<file path="src/rtl/mem_arb_pkg.sv">
// rtl/mem_arb_pkg.sv - shared types and constants for the IFU/LSU memory arbiter
package mem_arb_pkg;

    // Request container widths; the top casts its own ADDR_W/DATA_W into these.
    localparam int REQ_ADDR_W = 32;
    localparam int REQ_DATA_W = 32;
    localparam int REQ_MASK_W = REQ_DATA_W / 8;

    localparam logic [1:0] SIZE_WORD = 2'b10;

    typedef enum logic [1:0] {
        ARB_IDLE,
        ARB_REQ,
        ARB_WAIT,
        ARB_RESP
    } arb_state_t;

    typedef enum logic {
        OWN_IFU,
        OWN_LSU
    } owner_t;

    typedef struct packed {
        logic [REQ_ADDR_W-1:0] addr;
        logic [1:0]            size;
        logic                  wen;
        logic [REQ_DATA_W-1:0] wdata;
        logic [REQ_MASK_W-1:0] wmask;
    } req_t;

endpackage

</file>
<file path="src/rtl/mem_arb_slot.sv">
// rtl/mem_arb_slot.sv - per-port pending flag plus holding register
module mem_arb_slot
    import mem_arb_pkg::*;
(
    input  logic clock,
    input  logic reset,
    input  logic req_valid,
    input  req_t req_in,
    input  logic is_owner,
    input  logic grant,
    output logic cand,
    output req_t current
);

    logic pending;
    req_t held;

    always_ff @(posedge clock or negedge reset) begin
        if (!reset) begin
            pending <= 1'b0;
            held    <= '0;
        end else if (grant) begin
            pending <= 1'b0;
        end else if (req_valid && !is_owner) begin
            pending <= 1'b1;
            held    <= req_in;
        end
    end

    // A live request is always newer than whatever is held.
    assign cand    = pending | req_valid;
    assign current = req_valid ? req_in : held;

endmodule

</file>
<file path="src/rtl/mem_arb.sv">
// rtl/mem_arb.sv - merges IFU and LSU requests onto one memory bus, one transaction at a time
module mem_arb
    import mem_arb_pkg::*;
#(
    parameter int                ADDR_W       = REQ_ADDR_W,
    parameter int                DATA_W       = REQ_DATA_W,
    parameter int                TIMEOUT_CYC  = 1024,
    parameter logic [DATA_W-1:0] TIMEOUT_DATA = 32'hDEAD_BEEF
) (
    input  logic                clock,
    input  logic                reset,
    input  logic                ifu_reqValid,
    input  logic [ADDR_W-1:0]   ifu_addr,
    output logic                ifu_respValid,
    output logic [DATA_W-1:0]   ifu_rdata,
    input  logic                lsu_reqValid,
    input  logic [ADDR_W-1:0]   lsu_addr,
    input  logic [1:0]          lsu_size,
    input  logic                lsu_wen,
    input  logic [DATA_W-1:0]   lsu_wdata,
    input  logic [DATA_W/8-1:0] lsu_wmask,
    output logic                lsu_respValid,
    output logic [DATA_W-1:0]   lsu_rdata,
    output logic                mem_reqValid,
    input  logic                mem_reqReady,
    output logic [ADDR_W-1:0]   mem_addr,
    output logic [1:0]          mem_size,
    output logic                mem_wen,
    output logic [DATA_W-1:0]   mem_wdata,
    output logic [DATA_W/8-1:0] mem_wmask,
    input  logic                mem_respValid,
    input  logic [DATA_W-1:0]   mem_rdata,
    output logic                timeout
);

    localparam int MASK_W = DATA_W / 8;
    localparam int CNT_W  = $clog2(TIMEOUT_CYC + 1);

    arb_state_t       state;
    owner_t           owner;
    req_t             mem_q;
    logic [CNT_W-1:0] cnt;

    req_t ifu_in, lsu_in, ifu_cur, lsu_cur;
    logic ifu_cand, lsu_cand;
    logic busy, grant_ifu, grant_lsu;
    logic mem_hit, expired, do_resp;
    logic [DATA_W-1:0] resp_data;

    always_comb begin
        ifu_in       = '0;
        ifu_in.addr  = REQ_ADDR_W'(ifu_addr);
        ifu_in.size  = SIZE_WORD;
        lsu_in       = '0;
        lsu_in.addr  = REQ_ADDR_W'(lsu_addr);
        lsu_in.size  = lsu_size;
        lsu_in.wen   = lsu_wen;
        lsu_in.wdata = REQ_DATA_W'(lsu_wdata);
        lsu_in.wmask = REQ_MASK_W'(lsu_wmask);
    end

    // Ownership only masks capture while the transaction is on the bus;
    // a request seen during RESP is a new one and must be remembered.
    assign busy      = (state == ARB_REQ) || (state == ARB_WAIT);
    assign grant_lsu = (state == ARB_IDLE) && lsu_cand;
    assign grant_ifu = (state == ARB_IDLE) && !lsu_cand && ifu_cand;

    mem_arb_slot u_ifu_slot (
        .clock     (clock),
        .reset     (reset),
        .req_valid (ifu_reqValid),
        .req_in    (ifu_in),
        .is_owner  (busy && (owner == OWN_IFU)),
        .grant     (grant_ifu),
        .cand      (ifu_cand),
        .current   (ifu_cur)
    );

    mem_arb_slot u_lsu_slot (
        .clock     (clock),
        .reset     (reset),
        .req_valid (lsu_reqValid),
        .req_in    (lsu_in),
        .is_owner  (busy && (owner == OWN_LSU)),
        .grant     (grant_lsu),
        .cand      (lsu_cand),
        .current   (lsu_cur)
    );

    // A real response in the final WAIT cycle beats the timeout; in REQ the
    // timeout wins even over a same-edge handshake.
    assign mem_hit   = (state == ARB_WAIT) && mem_respValid;
    assign expired   = busy && (cnt == CNT_W'(TIMEOUT_CYC - 1)) && !mem_hit;
    assign do_resp   = mem_hit || expired;
    assign resp_data = mem_hit ? mem_rdata : TIMEOUT_DATA;

    always_ff @(posedge clock or negedge reset) begin
        if (!reset) begin
            state         <= ARB_IDLE;
            owner         <= OWN_IFU;
            mem_q         <= '0;
            cnt           <= '0;
            mem_reqValid  <= 1'b0;
            ifu_respValid <= 1'b0;
            lsu_respValid <= 1'b0;
            ifu_rdata     <= '0;
            lsu_rdata     <= '0;
            timeout       <= 1'b0;
        end else begin
            ifu_respValid <= 1'b0;
            lsu_respValid <= 1'b0;
            case (state)
                ARB_IDLE: begin
                    if (grant_lsu || grant_ifu) begin
                        owner        <= grant_lsu ? OWN_LSU : OWN_IFU;
                        mem_q        <= grant_lsu ? lsu_cur : ifu_cur;
                        mem_reqValid <= 1'b1;
                        cnt          <= '0;
                        state        <= ARB_REQ;
                    end
                end
                ARB_REQ, ARB_WAIT: begin
                    cnt <= cnt + CNT_W'(1);
                    if (do_resp) begin
                        mem_reqValid <= 1'b0;
                        state        <= ARB_RESP;
                        if (expired) begin
                            timeout <= 1'b1;
                        end
                        if (owner == OWN_LSU) begin
                            lsu_respValid <= 1'b1;
                            lsu_rdata     <= resp_data;
                        end else begin
                            ifu_respValid <= 1'b1;
                            ifu_rdata     <= resp_data;
                        end
                    end else if ((state == ARB_REQ) && mem_reqReady) begin
                        mem_reqValid <= 1'b0;
                        state        <= ARB_WAIT;
                    end
                end
                ARB_RESP: begin
                    state <= ARB_IDLE;
                end
                default: begin
                    state <= ARB_IDLE;
                end
            endcase
        end
    end

    assign mem_addr  = ADDR_W'(mem_q.addr);
    assign mem_size  = mem_q.size;
    assign mem_wen   = mem_q.wen;
    assign mem_wdata = DATA_W'(mem_q.wdata);
    assign mem_wmask = MASK_W'(mem_q.wmask);

endmodule

</file>
<file path="config.mk">
export PLATFORM = sky130hd
export DESIGN_NAME = mem_arb
export DESIGN_NICKNAME = d
export VERILOG_FILES = /design/src/rtl/mem_arb_pkg.sv /design/src/rtl/mem_arb_slot.sv /design/src/rtl/mem_arb.sv
export SDC_FILE = /design/constraint.sdc
export NUM_CORES = 1
export LEC_CHECK = 0
export CORE_MARGIN = 2
export CORE_UTILIZATION = 37
export DETAILED_ROUTE_END_ITERATION = 16
export GPL_TIMING_DRIVEN = 0
export HOLD_SLACK_MARGIN = 0.15
export SYNTH_ARGS = -nofsm -noshare
export SYNTH_HDL_FRONTEND = slang
export SYNTH_SLANG_ARGS = --single-unit
</file>
<file path="constraint.sdc">
create_clock -name clock -period 2.4 [get_ports clock]
set_input_delay 0.24 -clock clock [delete_from_list [all_inputs] [get_ports clock]]
set_output_delay 0.24 -clock clock [all_outputs]
set_load 0.005 [all_outputs]
</file>
==> results.yml <==
clock_tree:
  h-tree-depth: 1
  cts_made_buffers: 29
  cts_buffer_depth: 3
  clkTransAtPathRegs_ns: 0.06
  cts_tree: "done"
  clock_tree.root_cell: "clkbuf_16"
  numClockSinks: 259
  clock_latency_ns: 0.55
timing:
  setup_violations: 0
  post-route-min-period_ns: 2.23
  hold_ws_ns: 0.210
  slew_violations: 0
  slew_headroom: 0.559
  period_share: 0.928
  fmax_mhz: 449
  setup_ws_ns: 0.173
  rsz0062_at_grt: "no"
  final.setup.tns_ns: 0
  tightest_slew_ns: 0.659
  fin_skew_ns: 0.00900
  hold_viol: 0
synth:
  synth_top_area_share: 0.578
  synth_enable_flop_cells: 0
  synthCells: 886
  ys_ff_latch: 259
  syn-num-nets: 1032
  yosys.cell_count.top_type: "dfrtp_1"
  yosys-top-cells-count: "dfrtp_1 (259), mux2_2 (133), nand2_1 (112)"
  ys.flop_type: "dfrtp_1"
  mappedNetlistArea_um2: 11200
  synth_top_area_cell: "dfrtp_1"
  avgSynthCellArea_um2: 12.7
  yosysWarningCount: 0
  ys_async_sr_fraction: 1.00
  yosysSeqAreaShare: 0.578
  synth.area.top_cells: "dfrtp_1 (58%), mux2_2 (13%), mux2i_1 (6.4%)"
  ys_types: 52
die:
  rows: 63
  ios: 280
  die_area_um2: 31700
  fp.dieH_um: 178
  core-area_um2: 29700
  fp.dieW_um: 178
  start_util: 0.377
grt:
  first_global_vias: 8260
  grt_max_degree: 78
  antenna_found_initial: 3
  overflow: 0
  grt_pass1_wl_um: 46700
  grtUsageTotal: 0.190
critical_path:
  required_ns: 2.83
  criticalPathCategory: "register to register"
  crit_slowest_cell: "dfrtp_1"
  crit_top_cell: "buf_2"
  worst_ep_arrival_time_ns: 2.65
  worst_setup_path_end_kind: "register"
  slowest_delay_ns: 0.41
  cp_cell_sequence: "inv_1, ha_1, buf_2, nand2_1, and3_1, buf_2, buf_4, mux2_2"
  critPathLaunchType: "register"
  path_max_fanout: 10
worst_hold_path:
  hold_class: "input pin to async pin"
placement:
  hpwl_um: 21600
  gp_congestion: 0.749
  place_inst: 1557
  dp_slack_ns: -0.235
  port_buffers: 278
cells_and_area:
  nets: 1346
  area_growth_pct: 38.9
  post_route_cells_drive_above_1_share: 0.209
  stdcell_count: 1613
  nFillCells: 2642
power_and_ir_drop:
  p_total_w: 0.0199
  max-vdd-ir-drop_mv: 0.605
  p_leak_nw: 6.77
  p_per_area_nw_per_um2: 1280
run:
  maxCapViolations: 0
detailed_routing:
  routed_wl_um: 30300
  wl_per_cell_um: 18.8
  via_count: 8094
  first_pass_iters: 6
  drt-vias-per-instance: 5.02
  antenna_left: 0
  drc: 0
  drtIter0Drc: 380
outcome:
  status: "completed"
## final cells by class
class                      count  area, um2  area share
sequential                   259       6480       0.416
buffer                        56        343      0.0220
clock buffer                  42        845      0.0542
antenna                        1       2.50    0.000161
multi-input combinational    564       4360       0.280
timing repair buffer         283       2890       0.185
clock inverter                11        134     0.00859
tap                          390        488      0.0313
inverter                       7       32.5     0.00209
## worst paths after layout
check / startpoint / endpoint / slack (ns) / cells after the start
hold / removal: reset / u_lsu_slot.held[33] / 0.21 / 2
hold reg to reg: timeout / timeout / 0.47 / 1
setup reg to reg: state[0] / u_lsu_slot.held[63] / 0.17 / 8
max in group asynchronous: reset / u_lsu_slot.held[45] / 1.08 / 4
min in group clock: ifu_reqValid / mem_addr[1] / 0.26 / 5
setup / recovery: state[0] / u_lsu_slot.held[63] / 0.17 / 8
## repair_timing
action / CTS / global route
setup endpoints to repair: 12 / 29
hold buffers: 1 / 0
resized for setup: 1 / 0
cloned: 0 / 0
endpoints found under the hold margin: 192 / 0
setup buffers: 0 / 1
## critical path: cells and delay by family, from the launching register on
family / cells / cell delay (ns)
adders and majority gates: 1 / 0.28
and+or+nand+nor: 2 / 0.27
buffers and inverters: 4 / 0.77
muxes: 1 / 0.35
DFF: 1 / 0.41
## power breakdown
part / internal [W] / total [W] / switching (W)
sequential: 0.00644 / 0.00753 / 0.00108
clock: 0.00275 / 0.00454 / 0.00179
combinational: 0.00453 / 0.00782 / 0.00328
## flip-flops by register name, summed over array words and instances (netlist names)
| name | count |
|---|---|
| lsu_respValid | 1 |
| timeout | 1 |
| mem_wdata | 32 |
| mem_size | 2 |
| mem_wmask | 4 |
| state | 2 |
| mem_reqValid | 1 |
| mem_wen | 1 |
| lsu_rdata | 32 |
| ifu_respValid | 1 |
| ifu_rdata | 32 |
| u_lsu_slot.pending | 1 |
| owner | 1 |
| mem_addr | 32 |
| u_ifu_slot.held | 33 |
| cnt | 11 |
| u_ifu_slot.pending | 1 |
| u_lsu_slot.held | 71 |
## layout by cell type (no fill, tap or decap), types with 7 or more instances in the layout
cell	n
clkdlybuf4s50_1	277
dfrtp_1	259
mux2_2	133
nand2_1	112
o21ai_0	103
mux2i_1	72
o22a_1	43
clkbuf_16	29
buf_2	22
clkbuf_1	21
nor2_1	13
buf_4	12
a22o_2	9
clkinv_2	8
a21oi_1	8
a22o_1	8
clkbuf_8	7
## cell families after synthesis
family,count (synthesis),synth area share
flip-flops,259,0.578
multiplexers,208,0.201
AO/OA/AOI/OAI,199,0.121
AND/OR/NAND/NOR,148,0.0586
buffers and inverters,63,0.0335
adder cells (fa/ha/maj),5,0.00558
XOR/XNOR,4,0.00312
## stage by stage
step	util	area (um2)
2_1_floorplan	-	11200
3_3_place_gp	0.488	14500
3_5_place_dp	0.490	14600
4_1_cts	0.524	15600
5_1_grt	0.524	15600
6_report	0.524	15600
## layer usage
metal,share of wire,wire (um),track usage
met2,0.48,14600,0.318
met3,0.067,2030,0.0471
met1,0.43,13000,0.247
met5,0.00096,29,0
met4,0.021,634,0.0454
Power figures use the tool's default switching activity.
